===== src/rtl/shared_adder_arbiter_pkg.sv =====
// Shared constants and helpers for the shared adder arbiter slice.
package shared_adder_arbiter_pkg;

    localparam int DEF_WIDTH = 16;
    localparam int DEF_N_REQ = 4;
    localparam int STAT_W    = 32;

    function automatic int clog2(input int value);
        int result;
        result = 0;
        while ((1 << result) < value) begin
            result++;
        end
        return result;
    endfunction

endpackage


===== src/rtl/shared_adder_arbiter_rr_arbiter.sv =====
// Round-robin arbiter: one-hot grant starting after the last granted index.
module rr_arbiter
    import shared_adder_arbiter_pkg::*;
#(
    parameter int N_REQ = DEF_N_REQ,
    parameter int ID_W  = clog2(DEF_N_REQ)
) (
    input  logic             clk,
    input  logic             rst,
    input  logic [N_REQ-1:0] req,
    input  logic             advance,
    output logic [N_REQ-1:0] grant,
    output logic [ID_W-1:0]  grant_id
);

    logic [ID_W-1:0]  last_grant;
    logic [N_REQ-1:0] upper;
    logic [N_REQ-1:0] upper_first;
    logic [N_REQ-1:0] req_first;

    // Requests above the pointer win; otherwise wrap to the lowest request.
    always_comb begin
        upper = '0;
        for (int unsigned i = 0; i < N_REQ; i++) begin
            upper[i] = req[i] && (32'(last_grant) < i);
        end
    end

    assign upper_first = upper & (~upper + N_REQ'(1));
    assign req_first   = req & (~req + N_REQ'(1));
    assign grant       = !advance ? '0 : ((|upper) ? upper_first : req_first);

    always_comb begin
        grant_id = '0;
        for (int unsigned i = 0; i < N_REQ; i++) begin
            if (grant[i]) begin
                grant_id = grant_id | ID_W'(i);
            end
        end
    end

    always_ff @(posedge clk) begin
        if (rst) begin
            last_grant <= ID_W'(N_REQ - 1);
        end else if (|grant) begin
            last_grant <= grant_id;
        end
    end

endmodule


===== src/rtl/shared_adder_arbiter.sv =====
// One ripple adder shared by N_REQ requesters with a registered result stage.
// Optional statistics counters are enabled by defining SHARED_ADDER_STATS_EN.
module shared_adder_arbiter
    import shared_adder_arbiter_pkg::*;
#(
    parameter int N_REQ = DEF_N_REQ,
    parameter int WIDTH = DEF_WIDTH,
    parameter int ID_W  = clog2(DEF_N_REQ)
) (
    input  logic                   clk,
    input  logic                   rst,
`ifdef SHARED_ADDER_STATS_EN
    input  logic                   stat_clr,
    output logic [STAT_W-1:0]      stat_ops,
    output logic [STAT_W-1:0]      stat_ovf,
`endif
    input  logic [N_REQ-1:0]       req_valid,
    output logic [N_REQ-1:0]       req_ready,
    input  logic [N_REQ*WIDTH-1:0] req_a,
    input  logic [N_REQ*WIDTH-1:0] req_b,
    input  logic [N_REQ-1:0]       req_cin,
    output logic                   rsp_valid,
    input  logic                   rsp_ready,
    output logic [ID_W-1:0]        rsp_id,
    output logic [WIDTH-1:0]       rsp_sum,
    output logic                   rsp_cout,
    output logic                   rsp_ovf
);

    if (ID_W != clog2(N_REQ) || N_REQ < 2 || N_REQ > 8 || WIDTH < 2) begin : g_param_check
        $error("shared_adder_arbiter: bad parameters (ID_W must equal clog2(N_REQ))");
    end

    logic              accept;
    logic              advance;
    logic [N_REQ-1:0]  grant;
    logic [ID_W-1:0]   grant_id;
    logic              granted;
    logic [WIDTH-1:0]  sel_a;
    logic [WIDTH-1:0]  sel_b;
    logic              sel_cin;
    logic [WIDTH-1:0]  sum;
    logic              carry;
    logic              ovf;

    assign accept  = !rsp_valid || rsp_ready;
    assign advance = accept && !rst;

    rr_arbiter #(
        .N_REQ (N_REQ),
        .ID_W  (ID_W)
    ) u_arb (
        .clk      (clk),
        .rst      (rst),
        .req      (req_valid),
        .advance  (advance),
        .grant    (grant),
        .grant_id (grant_id)
    );

    assign req_ready = grant;
    assign granted   = |grant;

    always_comb begin
        sel_a   = '0;
        sel_b   = '0;
        sel_cin = 1'b0;
        for (int unsigned i = 0; i < N_REQ; i++) begin
            if (grant[i]) begin
                sel_a   = req_a[i*WIDTH +: WIDTH];
                sel_b   = req_b[i*WIDTH +: WIDTH];
                sel_cin = req_cin[i];
            end
        end
    end

    always_comb begin
        carry = sel_cin;
        sum   = '0;
        for (int unsigned i = 0; i < WIDTH; i++) begin
            sum[i] = sel_a[i] ^ sel_b[i] ^ carry;
            carry  = (sel_a[i] & sel_b[i]) | (carry & (sel_a[i] ^ sel_b[i]));
        end
    end

    assign ovf = (sel_a[WIDTH-1] == sel_b[WIDTH-1]) && (sum[WIDTH-1] != sel_a[WIDTH-1]);

    always_ff @(posedge clk) begin
        if (rst) begin
            rsp_valid <= 1'b0;
            rsp_id    <= '0;
            rsp_sum   <= '0;
            rsp_cout  <= 1'b0;
            rsp_ovf   <= 1'b0;
        end else if (granted) begin
            rsp_valid <= 1'b1;
            rsp_id    <= grant_id;
            rsp_sum   <= sum;
            rsp_cout  <= carry;
            rsp_ovf   <= ovf;
        end else if (rsp_ready) begin
            rsp_valid <= 1'b0;
        end
    end

`ifdef SHARED_ADDER_STATS_EN
    always_ff @(posedge clk) begin
        if (rst || stat_clr) begin
            stat_ops <= '0;
            stat_ovf <= '0;
        end else if (granted) begin
            stat_ops <= stat_ops + 1'b1;
            if (ovf) begin
                stat_ovf <= stat_ovf + 1'b1;
            end
        end
    end
`endif

endmodule

===== config.mk =====
export PLATFORM = sky130hd
export DESIGN_NAME = shared_adder_arbiter
export DESIGN_NICKNAME = d
export VERILOG_FILES = /design/src/rtl/shared_adder_arbiter_pkg.sv /design/src/rtl/shared_adder_arbiter_rr_arbiter.sv /design/src/rtl/shared_adder_arbiter.sv
export SDC_FILE = /design/constraint.sdc
export NUM_CORES = 1
export LEC_CHECK = 0
export ABC_AREA = 1
export BUFFER_PORTS_ARGS = -buffer_cell sky130_fd_sc_hd__buf_2
export CAP_MARGIN = 0
export CORE_MARGIN = 4
export CORE_UTILIZATION = 40
export CTS_CLUSTER_DIAMETER = 150
export DETAILED_ROUTE_END_ITERATION = 6
export PLACE_DENSITY = 0.88
export SYNTH_ARGS = -nofsm -noshare
export SYNTH_HDL_FRONTEND = slang
export SYNTH_SLANG_ARGS = --single-unit

===== constraint.sdc =====
create_clock -name clk -period 8.55 [get_ports clk]
set_input_delay 0.4275 -clock clk [delete_from_list [all_inputs] [get_ports clk]]
set_output_delay 0.4275 -clock clk [all_outputs]
set_load 0.005 [all_outputs]

# After elaboration in Yosys (flattened, before gate mapping)
# Cells that the tools add are included.
# word_totals
register_bits,23
input_bits,139
out_inout_bits,25
wordCells,127
# classes
addsub,2
n_lt_le_gt_ge,3
eq_ne,2
mux,19
n_bitwise,84
n_reduce_logical,11
# ops
operator,n
16-bit two-way mux,8
1-bit bitwise AND,32
1-bit XOR,32
1-bit OR,16
4-bit by 1-bit adder with 4-bit output (second input constant),2
4-bit bitwise AND,2
4-bit two-way mux,2
4-bit inverter,2
1-bit two-way mux,7
1-bit logical AND,5
2-bit < comparator (second input constant),2
2-bit two-way mux,2
4-bit OR reduction,1
3-bit OR reduction,1
1-bit zero test,2
2-bit by 1-bit < comparator with 1-bit output (second input constant),1
2-bit nonzero test,1
1-bit equality test,1
1-bit logical OR,1
1-bit inequality test,1

# Depth between registers and ports, before layout
# logic_depth
ltp_word,45
depth_mapped,34
depth_no_buf,33

# By module
# A second synthesis with hierarchy kept.
# hier_totals
cells_unflattened,324
hier_area_um2,2179.6
# modules_own_cells
mod,n_inst,cells_per_inst,area_each_um2,seq_area_each_um2
shared_adder_arbiter,1,283,1968.1,420.4
rr_arbiter,1,41,211.5,40.0

# Least setup slack after synthesis
# No wires, ideal clock.
# synth_timing
path_kind,input-to-reg
start,input port rst
end,register rsp_ovf
setup_time_ns,0.117
t_arrival_ns,7.803
required_time_ns,8.433
setup_slack_ns,0.630
cell_stages,32
path_buffers,1
cell_sequence,inv_1 nand2_1 a21oi_1 nand2_2 inv_4 nor2_8 buf_2 nand3_1 o221ai_1 fa_1 fa_1 fa_1 fa_1 fa_1 fa_1 fa_1 fa_1 fa_1 fa_1 fa_1 fa_1 fa_1 inv_1 fa_1 inv_1 fa_1 inv_1 fa_1 inv_1 nand4_1 nand3_1 a21oi_1
# synth_via
elab_chain_cells,41
elab_cells_between_ends,81
cone_classes,2 x eq/ne; 13 x mux; 62 x bitwise; 4 x reduce/logical
# synth_rtl
element,line_no,source
from (decl),shared_adder_arbiter.sv:11,"input logic rst,"
1-bit zero test *,shared_adder_arbiter.sv:47,assign advance = accept && !rst;
1-bit logical AND *,shared_adder_arbiter.sv:47,
4-bit two-way mux *,shared_adder_arbiter_rr_arbiter.sv:31,assign grant = !advance ? '0 : ((|upper) ? upper_first : req_first);
16-bit two-way mux (4 in a row),shared_adder_arbiter.sv:69,if (grant[i]) begin
1-bit XOR,shared_adder_arbiter.sv:82,carry = (sel_a[i] & sel_b[i]) | (carry & (sel_a[i] ^ sel_b[i]));
1-bit bitwise AND,shared_adder_arbiter.sv:82,
1-bit OR,shared_adder_arbiter.sv:82,
1-bit bitwise AND,shared_adder_arbiter.sv:82,
[23 not listed],-,
1-bit bitwise AND,shared_adder_arbiter.sv:82,
1-bit OR,shared_adder_arbiter.sv:82,
1-bit bitwise AND,shared_adder_arbiter.sv:82,
1-bit OR,shared_adder_arbiter.sv:82,
1-bit XOR *,shared_adder_arbiter.sv:81,sum[i] = sel_a[i] ^ sel_b[i] ^ carry;
via sum[15],shared_adder_arbiter.sv:42,logic [WIDTH-1:0] sum;
1-bit inequality test *,shared_adder_arbiter.sv:86,assign ovf = (sel_a[WIDTH-1] == sel_b[WIDTH-1]) && (sum[WIDTH-1] != sel_a[WIDTH-1]);
1-bit logical AND *,shared_adder_arbiter.sv:86,
to (signal assigned),shared_adder_arbiter.sv:100,rsp_ovf <= ovf;
to (decl),shared_adder_arbiter.sv:27,output logic rsp_ovf
# Mark *: on every way through the listed nets, which the timed path passes. The rest lies on a longest branch.
# A chain may end at the register's enable or synchronous reset.

# Worst setup path in the final report
# layout_timing
start,register u_arb.last_grant[1]
end,register rsp_ovf
# layout_via
elab_chain_cells,44
elab_cells_between_ends,90
cone_classes,1 x add/sub; 3 x order compare; 2 x eq/ne; 14 x mux; 64 x bitwise; 6 x reduce/logical
# layout_rtl
element,line_no,source
from (decl),shared_adder_arbiter_rr_arbiter.sv:16,logic [ID_W-1:0] last_grant;
from (signal assigned),shared_adder_arbiter_rr_arbiter.sv:44,last_grant <= ID_W'(N_REQ - 1);
from (signal assigned),shared_adder_arbiter_rr_arbiter.sv:46,last_grant <= grant_id;
2-bit by 1-bit < comparator with 1-bit output,shared_adder_arbiter_rr_arbiter.sv:25,upper[i] = req[i] && (32'(last_grant) < i);
1-bit logical AND,shared_adder_arbiter_rr_arbiter.sv:25,
4-bit inverter,shared_adder_arbiter_rr_arbiter.sv:29,assign upper_first = upper & (~upper + N_REQ'(1));
4-bit by 1-bit adder with 4-bit output,shared_adder_arbiter_rr_arbiter.sv:29,
4-bit bitwise AND,shared_adder_arbiter_rr_arbiter.sv:29,
4-bit two-way mux * (2 in a row),shared_adder_arbiter_rr_arbiter.sv:31,
16-bit two-way mux (3 in a row),shared_adder_arbiter.sv:69,
1-bit XOR,shared_adder_arbiter.sv:82,
[26 not listed],-,
1-bit bitwise AND,shared_adder_arbiter.sv:82,
1-bit OR,shared_adder_arbiter.sv:82,
1-bit bitwise AND,shared_adder_arbiter.sv:82,
1-bit OR,shared_adder_arbiter.sv:82,
1-bit XOR *,shared_adder_arbiter.sv:81,
via sum[15],shared_adder_arbiter.sv:42,
1-bit inequality test *,shared_adder_arbiter.sv:86,
1-bit logical AND *,shared_adder_arbiter.sv:86,
# Marked as above.

==> metrics.txt <==
# TYPE chip_impl_metric gauge
chip_impl_info{name="status",value="finished clean"} 1
chip_impl_metric{name="initialDrtViolationCount",unit=""} 140
chip_impl_metric{name="worst_slew_margin_rel",unit="%"} 71.3
chip_impl_info{name="synth_ff_type",value="sky130_fd_sc_hd__dfxtp_1"} 1
chip_impl_metric{name="post-dp-hpwl",unit="um"} 6150
chip_impl_metric{name="antenna_cells_inserted",unit=""} 0
chip_impl_metric{name="syn-instance-count",unit=""} 292
chip_impl_metric{name="drt-wirelength-per-cell",unit="um"} 14.3
chip_impl_metric{name="crit_path_max_fanout",unit=""} 17
chip_impl_metric{name="vias",unit=""} 2694
chip_impl_metric{name="setup_viol",unit=""} 0
chip_impl_metric{name="floorplan.die.height",unit="um"} 80.2
chip_impl_metric{name="area_growth",unit="%"} 45.4
chip_impl_info{name="cts_tree",value="done"} 1
chip_impl_info{name="timing.rr.end",value="rsp_ovf"} 1
chip_impl_metric{name="drv_cap",unit=""} 0
chip_impl_metric{name="drv_slew",unit=""} 0
chip_impl_info{name="timing.critical_path.to_type",value="flip-flop"} 1
chip_impl_metric{name="finalWirelength",unit="um"} 7440
chip_impl_metric{name="finalHoldViolCount",unit=""} 0
chip_impl_metric{name="grt.overflow.total",unit=""} 0
chip_impl_metric{name="total_leakage_power",unit="nW"} 1.61
chip_impl_metric{name="placedInstanceArea",unit="sq um"} 2960
chip_impl_metric{name="design_area",unit="sq um"} 3030
chip_impl_info{name="critical_path.startpoint",value="u_arb.last_grant[1]"} 1
chip_impl_metric{name="die_w",unit="um"} 80.2
chip_impl_info{name="most-common-layout-cells",value="163 x sky130_fd_sc_hd__buf_2, 102 x sky130_fd_sc_hd__nand2_1, 23 x sky130_fd_sc_hd__nand3_1, 23 x sky130_fd_sc_hd__dfxtp_1, 19 x sky130_fd_sc_hd__a21oi_1"} 1
chip_impl_info{name="rr_startpoint",value="u_arb.last_grant[1]"} 1
chip_impl_metric{name="fmax",unit="GHz"} 0.123
chip_impl_metric{name="start_util",unit="%"} 41.1
chip_impl_metric{name="worstRegToRegCells",unit=""} 32
chip_impl_metric{name="synthesis.area_per_instance",unit="sq um"} 7.15
chip_impl_metric{name="yosysUniqueCellTypes",unit=""} 26
chip_impl_metric{name="power_per_cell_area",unit="nW/um^2"} 176
chip_impl_metric{name="route.antenna.remaining_nets",unit=""} 0
chip_impl_metric{name="port_buffers",unit=""} 163
chip_impl_metric{name="critPathMaxStageDelay",unit="ns"} 0.42
chip_impl_metric{name="drive_gt1_share",unit="%"} 43.8
chip_impl_metric{name="synthesis.yosys.warnings",unit=""} 0
chip_impl_info{name="crit_path_end",value="rsp_ovf"} 1
chip_impl_metric{name="ctsLongestPathBuffers",unit=""} 2
chip_impl_metric{name="drcViolationCount",unit=""} 0
chip_impl_metric{name="fin_nets",unit=""} 609
chip_impl_metric{name="cts_setup_buffers",unit=""} 0
chip_impl_metric{name="globalplace.congestion",unit=""} 0.850
chip_impl_metric{name="crit_path_arrival_time",unit="ns"} 8.28
chip_impl_metric{name="layout_min_cycle_time",unit="ns"} 8.14
chip_impl_info{name="crit_path_top_delay_cell",value="sky130_fd_sc_hd__fa_1"} 1
chip_impl_info{name="clockRootBuffer",value="sky130_fd_sc_hd__clkbuf_8"} 1
chip_impl_info{name="hold_path.class",value="input port to flip-flop"} 1
chip_impl_metric{name="synthesis.area",unit="sq um"} 2090
chip_impl_metric{name="ff_latch_area",unit="sq um"} 460
chip_impl_metric{name="fin_crit_sh",unit="%"} 95.2
chip_impl_info{name="layout_commonest_cell",value="sky130_fd_sc_hd__buf_2"} 1
chip_impl_metric{name="timing.setup.tns",unit="ns"} 0
chip_impl_metric{name="clk_latency",unit="ns"} 0.26
chip_impl_metric{name="core_region_area",unit="sq um"} 5070
chip_impl_metric{name="clk_transition_reported_paths",unit="ns"} 0.09
chip_impl_info{name="cp_common_cell",value="sky130_fd_sc_hd__fa_1"} 1
chip_impl_metric{name="cts_inserted_buffers",unit=""} 3
chip_impl_metric{name="antenna_found_initial",unit=""} 0
chip_impl_metric{name="tightestPinTransition",unit="ns"} 0.431
chip_impl_metric{name="grt_start_max_net_pins",unit=""} 37
chip_impl_metric{name="vias_per_cell",unit=""} 5.16
chip_impl_metric{name="ctsHtreeMaxLevel",unit=""} 1
chip_impl_metric{name="worst_case_register_to_register_setup_slack",unit="ns"} 0.41
chip_impl_metric{name="share_of_flip_flops_with_an_asynchronous_set_or_reset",unit="%"} 0
chip_impl_metric{name="die_area",unit="sq um"} 6440
chip_impl_metric{name="drtPass1Iterations",unit=""} 4
chip_impl_metric{name="mappedNetlistNets",unit=""} 448
chip_impl_metric{name="cts_num_sinks",unit=""} 23
chip_impl_info{name="start_kind",value="flip-flop"} 1
chip_impl_metric{name="crit_required",unit="ns"} 8.69
chip_impl_metric{name="final.setup_skew",unit="ns"} 0.00217
chip_impl_metric{name="synth-seq-cells",unit=""} 23
chip_impl_metric{name="fillers",unit=""} 501
chip_impl_metric{name="power.ir.vdd_worst",unit="mV"} 0.0815
chip_impl_metric{name="vias_in_the_first_global_route",unit=""} 2494
chip_impl_metric{name="grtUsageTotal",unit="%"} 22.2
chip_impl_metric{name="synth_edf_count",unit=""} 0
chip_impl_metric{name="multi_input_area",unit="sq um"} 1460
chip_impl_metric{name="synth_sequential_area_ratio",unit="%"} 22.1
chip_impl_metric{name="grt_pass1_wl",unit="um"} 11400
chip_impl_metric{name="row_count",unit=""} 26
chip_impl_metric{name="floorplan.io_pins",unit=""} 164
chip_impl_info{name="critPathKind",value="flip-flop to flip-flop"} 1
-- power by group --
part           internal (W)  switching (W)
logic              0.000135       0.000178
registers          0.000138      0.0000159
clock network     0.0000325      0.0000357
total              0.000306       0.000230
-- state kept, by name (all words and copies together) (netlist names) --
signal	count
rsp_cout	1
rsp_valid	1
u_arb.last_grant	2
rsp_sum	16
rsp_ovf	1
rsp_id	2
-- worst min path at each step --
stage               from        end  slack [ns]  depth (start not counted)
6_report             rst  rsp_valid        0.35                          2
2_1_floorplan  rsp_id[0]  rsp_id[0]        0.45                          2
4_1_cts              rst  rsp_id[0]        0.34                          2
3_3_place_gp   rsp_id[0]  rsp_id[0]        0.45                          2
5_1_grt              rst  rsp_id[0]        0.36                          2
3_5_place_dp   rsp_id[0]  rsp_id[0]        0.45                          2
-- what timing repair did --
item,in CTS,in global routing
hold buffers,0,0
setup endpoints to repair,0,1
resized for setup,0,8
-- worst max-delay path, delay by kind of cell (launching register included) --
| family | cells | cell delay [ns] |
|---|---|---|
| adder cells (fa/ha/maj) | 16 | 6.04 |
| AND/OR/NAND/NOR | 8 | 0.83 |
| buffers and inverters | 6 | 0.61 |
| flip-flops | 1 | 0.33 |
| AO/OA/AOI/OAI | 2 | 0.19 |
-- metrics by stage --
| stage | util [%] | setup WS [ns] | power [W] | std cells | hold WS, ns |
|---|---|---|---|---|---|
| after global routing | 59.8 | -0.000358 | 0.000585 | 522 | 0.357 |
| after global placement | 58.3 | 0.374 | 0.000455 | 518 | 0.445 |
| after floorplan | - | 0.630 | 0.000356 | 292 | 0.449 |
| after detailed placement | 58.3 | 0.185 | 0.000467 | 518 | 0.448 |
| after CTS | 59.2 | 0.353 | 0.000535 | 522 | 0.344 |
| final | 59.8 | 0.409 | 0.000535 | 522 | 0.347 |
-- cells in the mapped netlist, types with 2 or more instances --
cell                       count  share of area (%)
sky130_fd_sc_hd__nand3_1      23                5.5
sky130_fd_sc_hd__o221ai_1     15                6.3
sky130_fd_sc_hd__inv_1        16                2.9
sky130_fd_sc_hd__clkbuf_1      4               0.72
sky130_fd_sc_hd__nand2_2       2               0.60
sky130_fd_sc_hd__a21oi_2       3                1.3
sky130_fd_sc_hd__buf_2         9                2.2
sky130_fd_sc_hd__nor2_1        8                1.4
sky130_fd_sc_hd__buf_6         4                2.2
sky130_fd_sc_hd__nand2_1     104                 19
sky130_fd_sc_hd__inv_2         3               0.54
sky130_fd_sc_hd__fa_1         16                 15
sky130_fd_sc_hd__a21oi_1      19                4.6
sky130_fd_sc_hd__o21ai_1      11                2.6
sky130_fd_sc_hd__nand4_1       3               0.90
sky130_fd_sc_hd__o21ai_0       5                1.2
sky130_fd_sc_hd__a221oi_1     14                5.9
sky130_fd_sc_hd__o21ai_2       3                1.3
sky130_fd_sc_hd__dfxtp_1      23                 22
-- logic make-up (layout without fill, tap and decap cells) --
| logic type | Yosys count | after routing | share of synthesized area, % |
|---|---|---|---|
| fa+ha+maj | 17 | 17 | 15.9 |
| compound gates | 72 | 72 | 24.0 |
| simple gates | 143 | 143 | 29.3 |
| flops | 23 | 23 | 22.1 |
| buf+inv | 37 | 197 | 8.75 |
-- layout make-up --
type / count / share of cell area (%)
well taps: 70 / 2.89
clock buffers: 3 / 1.36
repair buffers: 173 / 29.6
multi-input cells: 232 / 48.2
inverters: 20 / 2.56
flip-flops and latches: 23 / 15.2
clock inverters: 1 / 0.165
-- layer usage --
layer	track usage, %	wire [um]	vias up
met1	26.5	2970	1231
met3	2.80	507	10
met5	0	0	-
met2	42.2	3880	129
li1	-	-	1324
met4	4.39	76	0
(Power assumes the default switching activity.)
